File: src/rtl/seq_detect_scheduler.sv
// Round-robin scheduler sharing one bit-serial "sequence detector" among 2**IDW requesters.
// Define DET_MEALY_EN for a combinational (Mealy) detector: no DRAIN state, det_Z sampled in every shift cycle.
module seq_detect_scheduler #(
  parameter  int          IDW   = 1,
  parameter  int          WIDTH = 8,
  parameter  int          CNTW  = 4,
  localparam int unsigned NREQ  = 2**IDW
) (
  input  logic                    clk,
  input  logic                    reset,
  input  logic [NREQ-1:0]         req,
  input  logic [NREQ*WIDTH-1:0]   data,
  output logic [NREQ-1:0]         gnt,
  output logic                    busy,
  output logic                    det_rst_n,
  output logic                    det_I,
  input  logic                    det_Z,
  output logic                    done,
  output logic [CNTW-1:0]         hit_count,
  output logic [IDW-1:0]          resp_id
);

  localparam int BW = (WIDTH > 1) ? $clog2(WIDTH) : 1;

  typedef enum logic [2:0] {IDLE, CLEAR, SHIFT, DRAIN, DONE} state_t;

  state_t           state, next_state;
  logic [IDW-1:0]   ptr, sel, idx;
  logic             found;
  logic [WIDTH-1:0] sreg;
  logic [BW-1:0]    bit_cnt;
  logic             grant_edge, last_bit, sample;
  logic             det_rst_n_d, det_I_d;

  always_ff @(posedge clk or negedge reset) begin
    if (!reset) state <= IDLE;
    else        state <= next_state;
  end

  assign last_bit = (bit_cnt == BW'(WIDTH-1));

  always_comb begin
    next_state = state;
    case (state)
      IDLE:  if (|req) next_state = CLEAR;
      CLEAR: next_state = SHIFT;
`ifdef DET_MEALY_EN
      SHIFT: if (last_bit) next_state = DONE;
`else
      SHIFT: if (last_bit) next_state = DRAIN;
      DRAIN: next_state = DONE;
`endif
      DONE:  next_state = IDLE;
      default: next_state = IDLE;
    endcase
  end

  // Round-robin: first set request after ptr; the IDW-bit add wraps modulo NREQ.
  always_comb begin
    sel   = ptr;
    idx   = '0;
    found = 1'b0;
    for (int unsigned off = 1; off <= NREQ; off++) begin
      idx = ptr + IDW'(off);
      if (!found && req[idx]) begin
        sel   = idx;
        found = 1'b1;
      end
    end
  end

  always_comb begin
    grant_edge  = (state == IDLE) && (|req);
    busy        = (state != IDLE);
    done        = (state == DONE);
    gnt         = (state == CLEAR) ? (NREQ'(1) << resp_id) : '0;
    det_rst_n_d = (next_state != CLEAR);
    det_I_d     = (next_state == SHIFT) ? sreg[WIDTH-1] : 1'b0;
`ifdef DET_MEALY_EN
    sample      = (state == SHIFT);
`else
    // Moore Z lags its bit by one cycle, so shift cycle 0 carries no result yet.
    sample      = ((state == SHIFT) && (bit_cnt != '0)) || (state == DRAIN);
`endif
  end

  always_ff @(posedge clk or negedge reset) begin
    if (!reset) begin
      ptr       <= IDW'(NREQ-1);
      resp_id   <= '0;
      sreg      <= '0;
      bit_cnt   <= '0;
      hit_count <= '0;
      det_rst_n <= 1'b0;
      det_I     <= 1'b0;
    end else begin
      det_rst_n <= det_rst_n_d;
      det_I     <= det_I_d;
      if (grant_edge) begin
        ptr       <= sel;
        resp_id   <= sel;
        sreg      <= data[sel*WIDTH +: WIDTH];
        hit_count <= '0;
      end else if (next_state == SHIFT) begin
        sreg <= {sreg[WIDTH-2:0], 1'b0};
      end
      if (state == SHIFT) bit_cnt <= last_bit ? '0 : bit_cnt + 1'b1;
      else                bit_cnt <= '0;
      if (sample && det_Z && (hit_count != '1))
        hit_count <= hit_count + 1'b1;
    end
  end

endmodule

File: config.mk
export PLATFORM = sky130hd
export DESIGN_NAME = seq_detect_scheduler
export DESIGN_NICKNAME = d
export VERILOG_FILES = /design/src/rtl/seq_detect_scheduler.sv
export SDC_FILE = /design/constraint.sdc
export NUM_CORES = 1
export LEC_CHECK = 0
export BUFFER_PORTS_ARGS = -buffer_cell sky130_fd_sc_hd__buf_4
export CAP_MARGIN = 20
export CORE_ASPECT_RATIO = 1.5
export CORE_MARGIN = 10
export CORE_UTILIZATION = 43
export CTS_CLUSTER_DIAMETER = 200
export CTS_CLUSTER_SIZE = 25
export DETAILED_ROUTE_END_ITERATION = 10
export GPL_TIMING_DRIVEN = 0
export PLACE_DENSITY = 0.79
export SYNTH_ARGS = -nofsm -noshare
export SYNTH_HDL_FRONTEND = slang
export SYNTH_SLANG_ARGS = --single-unit
File: constraint.sdc
create_clock -name clk -period 2.1 [get_ports clk]
set_input_delay 0.105 -clock clk [delete_from_list [all_inputs] [get_ports clk]]
set_output_delay 0.105 -clock clk [all_outputs]
set_load 0.01 [all_outputs]
==> results of run 1 <==
-- worst register-to-register path, cell delays in order, from the launching register on --
cell	delay, ps
dfrtp_1	420
ha_1	210
ha_1	190
or4b_4	510
nand2_4	140
nor2_1	140
o2bb2ai_1	160
-- per-layer routing --
layer	vias up	routed length [um]	share of wire	global-route usage
li1	472	-	-	-
met4	0	42	0.016	0.0488
met1	453	1140	0.44	0.130
met3	4	141	0.054	0.0282
met2	26	1300	0.49	0.172
met5	-	0	0	0
-- worst paths after layout --
check / startpoint / to / slack [ps] / cells past startpoint
max: bit_cnt[0]$_DFF_PN0_ / sreg[0]$_DFFE_PN0P_ / 230 / 6
min: data[7] / sreg[7]$_DFFE_PN0P_ / 50 / 3
max reg2reg: bit_cnt[0]$_DFF_PN0_ / sreg[0]$_DFFE_PN0P_ / 230 / 6
min reg2reg: bit_cnt[0]$_DFF_PN0_ / bit_cnt[0]$_DFF_PN0_ / 480 / 1
max in group asynchronous: reset / ptr$_DFFE_PN1P_ / 1640 / 2
min in group asynchronous: reset / sreg[2]$_DFFE_PN0P_ / 190 / 2
-- placed cells by master (no fill, tap or decap), types with 2 or more instances in the layout --
cell type	count
nand2_1	6
inv_1	5
buf_4	31
o21ai_1	2
nor2_1	8
mux2i_1	4
and3_1	9
a211oi_1	7
a21oi_1	8
clkbuf_4	3
or3b_1	2
dfrtp_1	21
ha_1	4
o2bb2ai_1	7
-- repair_timing --
item                      4_1_cts  5_1_grt
hold buffers                    1        0
gates resized for setup         0        0
hold endpoints to repair       22        0
-- state kept, by name (all words and copies together) (netlist names) --
signal     flops
sreg           8
state          3
ptr            1
det_rst_n      1
resp_id        1
det_I          1
hit_count      4
bit_cnt        3
-- power by group through the flow --
stage / clock, uW / combinational (uW) / sequential [uW]
global route: 355 / 1150 / 766
CTS: 335 / 1040 / 737
detailed placement: 0 / 1030 / 745
floorplan: 0 / 707 / 739
global placement: 0 / 991 / 740
finish: 328 / 1020 / 735
-- cell families after synthesis --
logic type | Yosys count
AO/OA/AOI/OAI | 32
XOR/XNOR | 1
adder cells (fa/ha/maj) | 4
buffers and inverters | 9
flip-flops | 22
multiplexers | 4
AND/OR/NAND/NOR | 36
-- through the flow --
stage | utilization | instances | instance area [um^2]
global placement | 0.571 | 175 | 1430
detailed placement | 0.571 | 175 | 1430
finish | 0.596 | 180 | 1490
floorplan | - | 108 | 1150
global route | 0.596 | 180 | 1490
CTS | 0.596 | 180 | 1490
-- area by class of cell --
class / count / area [um^2] / share of cell area
Multi-Input combinational cell: 77 / 556 / 0.372
Sequential cell: 22 / 552 / 0.370
Timing Repair Buffer: 32 / 243 / 0.163
Tap cell: 36 / 45.0 / 0.0302
Clock inverter: 1 / 30.0 / 0.0201
Inverter: 6 / 25.0 / 0.0168
Clock buffer: 3 / 22.5 / 0.0151
Buffer: 3 / 20.0 / 0.0134
==> results.txt, run 1 <==
* Count of state elements after synthesis: 22
* Placer's final routability congestion estimate: 0.780
- Synth Warn #: 0
- Number of endpoints with negative hold slack in the final report: 0
- Total routed wirelength: roughly 2600 um
* Final number of max-transition violations: 0
* Worst path required time: ~2300 ps
- IR Drop Worst-Case VDD: 0.915 mV
* Via count: 955
- Setup violations remaining at the end of the flow were counted as 0.
* Worst Setup Slack, final: between 200 and 250 ps
* Vias in the first global route: 1,017
- Congestion Overflow GR: 0
- Final setup skew: 7.54 ps
- Worst path bufs/invs: 0
- The clock reaches the later pin of the worst-skew pair after 320 ps.
- Timing would allow up to ~530 MHz.
- NetSw: 818 uW
- Gate power share: 0.490
* Number of synthesized flops with an enable pin: 0
* Postcts setup bufs: 0
- STA classifies the critical path endpoint as a register.
- Die extent in y: 83.4 um
- The mapped netlist covers around 1200 um^2.
* Global-route wire length before repair: about 4700 um
* H-tree Lvls: 1
- Die footprint: just over 5000 um^2
- The slowest stage of the critical path is the or4b_4 cell.
- At the pin with the least slew margin, the transition time is 464 ps.
- Sequential cell fraction of total power: 0.352
- TritonCTS clock tree: yes
- In the final routed layout, each cell accounts on average for 14.5 um.
- Summed over all failing endpoints, the final setup total negative slack is 0 ps.
- Overall Global Routing Usage: 0.107
* Power Dens Cells: 1400 nW/um^2
* Pin count of the biggest net entering global routing: 23
- Xor and xnor fraction of the mapped netlist area: 0.00760
- The flow ran to the end, and the final reports show no timing, DRC or antenna violations.
- Count of mapped cells out of synthesis: ~110
- In the post-synthesis netlist, the cell with the most instances is dfrtp_1.
* Synth cell types: 37
- Clock share of power: 0.157
- The first detailed-routing pass took 4 iterations.
* Initial antenna violation count: 0
- Of the total power, the share spent switching nets is 0.392.
- The internal portion of the total power is 1270 uW.
- For this configuration, the core starts out at a cell density of 0.460.
* Drt first-iter violations: between 50 and 60
- Vias per cell: 5.31
- The tightest hold path in the finished design has a slack of 48.3 ps.
- TritonCTS created 3 clock buffers.
* CP delay by family, top: simple AND/OR/NAND/NOR gates
- A synthesized cell averages 10.7 um^2.
* Share of flip-flops with an asynchronous set or reset after synthesis: 1.00
- Of the total synthesized cell area, the portion taken by AND, OR, NAND and NOR gates is 0.200.
* Share of cells above drive strength 1: 0.313
- Count of input and output buffers: 31
- Setup repair after global routing left no endpoint under its margin.
- Placement row count: 22
- DR DRC count: 0
* Max-cap viol count: 0
* Critical path peak fanout: 9
- Synth Area in Adders: 0.0434
- Max Buffers Root-to-Sink: 2
- Dominant combinational cell family by area after synthesis: simple AND/OR/NAND/NOR gates
* Endpoint arrival time on the critical path: 2080 ps
* Worst Path Class, Setup: register to register
* Cells along the critical path: ha_1 -> ha_1 -> or4b_4 -> nand2_4 -> nor2_1 -> o2bb2ai_1
* Number of nets at the end of the flow: 170
- For this run, the slowest stage of the critical path takes about 500 ps.
* Fillers: 212
* Compound-gate portion of the synthesized area: 0.197
* Final critical delay including setup and external delays: 1870 ps
- The die is ~62 um wide.
- Portion of netlist area occupied by mux cells: 0.0347
- Cell with the most instances on the worst path: ha_1
* Startpoint types: register
- Leading post-synthesis cells by instance count: 21 x dfrtp_1, 9 x and3_1, 8 x a21oi_1, 8 x nor2_1
- Post-Syn Nets: 133
- Dominant synthesized flop cell: dfrtp_1
- The number of antenna diodes in the final layout is 0.
* Clock-pin slew of the registers on the worst-case setup and hold paths: between 100 and 150 ps
- Class of the tightest hold or removal check: input pin to register
* Final period utilization: 0.892
- Leakage power summed over all cells: 0.000747 uW
- Before CTS, the worst setup slack after placement is 238 ps.
- Largest cells by area after synthesis: dfrtp_1 46%, o2bb2ai_1 5.3%, and3_1 4.9%
- CTS saw 22 sinks.
* Synthesis-to-layout area growth: 29.5%
- After legalization and detailed placement, the total HPWL measured 2050 um.
- Total design power: 2090 uW
- dfrtp_1 takes more of the synthesized area than any other cell.
* Num ports: 32
* Max-slew headroom: 0.689
- Sequential-to-total area share from yosys stat: 0.479
- Number of antenna-violating nets in the routed design: 0
- Synth top area share: 0.456
* Clock tree root buffer cell: clkbuf_4
- Area of the core: 2500 um^2
Power figures use the tool's default switching activity.
==> run 2, diff against run 1 <==
--- a/config.mk
+++ b/config.mk
@@ -10,6 +10,7 @@
 export CORE_ASPECT_RATIO = 1.5
 export CORE_MARGIN = 10
 export CORE_UTILIZATION = 43
+export CTS_BUF_LIST = sky130_fd_sc_hd__clkbuf_8
 export CTS_CLUSTER_DIAMETER = 200
 export CTS_CLUSTER_SIZE = 25
 export DETAILED_ROUTE_END_ITERATION = 10
==> results.txt, run 2 (synthesis gave the netlist of run 1 again) <==
- The initial antenna violation count came to 0 (unchanged).
- The max-cap violation count was 0 (unchanged).
- The layout overhead on the synthesized area is 31.2% (was 29.5%).
* Number of endpoints with negative hold slack in the final report: 0 (unchanged)
- Fillers: 212 (unchanged)
* Final number of max-transition violations: 0 (unchanged)
- The total clock buffers created by CTS came to 3 (unchanged).
* Die footprint: 5190 um^2 (unchanged)
- Vias per cell: 5.25 (was 5.31)
- The power per cell area came to 1430 nW/um^2 (was 1400 nW/um^2).
- RSZ-0062 raised after global routing: false (unchanged)
* Placer's final routability congestion estimate: 0.780 (unchanged)
- The register with the most flip-flops is sreg (unchanged).
- Count of input and output buffers: 31 (unchanged)
* Routed WL per cell: 15.0 um (was 14.5 um)
* Crit path max-delay cell type: or4b_4 (unchanged)
- The number of remaining DRC errors was 0 (unchanged).
* Via count: 945 (was 955)
* Post-Place Setup Slack: 238 ps (unchanged)
- IR Drop Worst-Case VDD: 1.09 mV (was 0.915 mV)
- Largest register FFs: 8 (unchanged)
* Estimated wirelength of the detail-placed design: 2050 um (unchanged)
- The first-pass detailed-route iteration total was 4 (unchanged).
- The global route total overflow was 0 (unchanged).
* Clock tree root buffer cell: clkbuf_8 (was clkbuf_4)
- Cells along the critical path: ha_1 -> ha_1 -> or4b_4 -> nand2_4 -> nor2_1 -> o2bb2ai_1 (unchanged).
* Final period utilization: 0.890 (was 0.892)
- Top library cells by usage in the layout, fill and taps aside: 31 x buf_4, 21 x dfrtp_1, 9 x and3_1 (unchanged)
- The horizontal extent of the die is 62.3 um (unchanged).
- Drt first-iter violations: 31 (was 52)
- Pin count of the biggest net entering global routing: 23 (unchanged)
- Worst-Skew Late Latency: 260 ps (was 320 ps)
- Cell with the most instances on the worst path: ha_1 (unchanged)
* Final setup violation count: 0 (unchanged)
- Overall Global Routing Usage: 0.108 (was 0.107)
- Count of inserted antenna diode cells: 0 (unchanged)
* Placement row count: 22 (unchanged)
- # clock sinks: 22 (unchanged)
* Leakage power summed over all cells: 0.000754 uW (was 0.000747 uW)
- The number of global-route vias before repair came to 1,038 (was 1,017).
* Registers with the highest flip-flop counts: sreg (8), hit_count (4) (unchanged)
* Post-detailed-placement cell area: 1430 um^2 (unchanged)
- Postcts setup bufs: 0 (unchanged)
- The actual transition at the worst max-transition pin is 468 ps (was 464 ps).
- Endpoint arrival time on the critical path: 2010 ps (was 2080 ps)
- Global-route wire length before repair: 4820 um (was 4700 um)
- The delay of the slowest cell on the worst path was 510 ps (about the same).
- Area of the core: 2500 um^2 (unchanged)
- The setup slack of the critical path after layout is 230 ps (was 228 ps).
- The count of non-filler cells in the finished layout was 180 (unchanged).
- Worst Path Class, Setup: register to register (unchanged)
- The path type of the worst min-delay path is input pin to register (unchanged).
* Max Buffers Root-to-Sink: 2 (unchanged)
* Startpoint types: register (unchanged)
- Peak clock frequency supported by timing: 535 MHz (was 534 MHz)
- Post-route cell area: 1510 um^2 (was 1490 um^2)
- Number of antenna-violating nets in the routed design: 0 (unchanged)
* Total routed wirelength: 2690 um (was 2620 um)
- The most common cell after layout, fill and taps aside was buf_4 (unchanged).
* Final critical delay including setup and external delays: 1870 ps (about the same)
* Resized Gates After CTS: 0 (unchanged)
- The number of H-tree branching levels came to 1 (unchanged).
- The endpoint kind of the worst setup timing path was a register (unchanged).
* Share of cells above drive strength 1: 0.313 (unchanged)
* Num ports: 32 (unchanged)
- The worst clock skew was 8.46 ps (was 7.54 ps).
* Die extent in y: 83.4 um (unchanged)
* Run status: completed (unchanged)
- Number of nets at the end of the flow: 170 (unchanged)
- Max-slew headroom: 0.687 (was 0.689)
* Sum Neg Setup Slack: 0 ps (unchanged)
- The CTS clock-pin slew for the worst setup and hold paths was 80 ps (was 130 ps).
- The effective utilization at floorplan came to 0.460 (unchanged).
- CTS Hold Buffers Added: 1 (unchanged)
- Number of instances in the placed design: 175 (unchanged)
* Worst path required time: 2240 ps (was 2310 ps)
- Critical path peak fanout: 9 (unchanged)
* TritonCTS clock tree: yes (unchanged)
[run 2: changes by cell type in the layout (fill, tap and decap cells not counted)]
| cell | previous run | this run |
|---|---|---|
| clkbuf_4 | 3 | 0 |
| clkbuf_8 | 0 | 3 |
[run 2: stage by stage]
step / power (uW) / hold WS, ps / utilization
4_1_cts: 2180 / 110 / 0.603
3_5_place_dp: 1780 / 7.66 / 0.571
2_1_floorplan: 1450 / -191 / -
5_1_grt: 2340 / 129 / 0.603
3_3_place_gp: 1730 / 6.61 / 0.571
6_report: 2160 / 110 / 0.603
[run 2: worst max-delay path, delay by kind of cell, from the launching register on]
family / cells / cell delay [ps]
DFF: 1 / 400
adders and majority gates: 2 / 390
AOI/OAI and AO/OA: 1 / 160
and+or+nand+nor: 3 / 780
[run 2: metal layers]
layer,global-route usage,wire (um),vias up
met5,0,0,-
met1,0.133,1180,448
met3,0.0282,145,4
met4,0.0386,32,0
met2,0.174,1330,26
li1,-,-,467
[run 2: path summary, 6_finish.rpt]
path                                       from  slack [ps]  cells after the start                       end
max                        bit_cnt[0]$_DFF_PN0_         230                      6       sreg[0]$_DFFE_PN0P_
max in group asynchronous                 reset        1570                      2           ptr$_DFFE_PN1P_
min                                     data[7]         110                      3       sreg[7]$_DFFE_PN0P_
min in group asynchronous                 reset         260                      2  hit_count[3]$_DFFE_PN0P_
max reg2reg                bit_cnt[0]$_DFF_PN0_         230                      6       sreg[0]$_DFFE_PN0P_
min reg2reg                bit_cnt[0]$_DFF_PN0_         470                      1      bit_cnt[0]$_DFF_PN0_
[run 2: area by class of cell]
cell class | count | area (um^2) | area share
Multi-Input combinational cell | 77 | 556 | 0.368
Sequential cell | 22 | 552 | 0.365
Timing Repair Buffer | 32 | 243 | 0.161
Tap cell | 36 | 45.0 | 0.0298
Clock buffer | 3 | 41.3 | 0.0273
Clock inverter | 1 | 30.0 | 0.0199
Inverter | 6 | 25.0 | 0.0166
Buffer | 3 | 20.0 | 0.0132
[run 2: power breakdown]
part | internal, uW | switching (uW)
registers | 610 | 131
clock network | 255 | 135
logic | 468 | 561
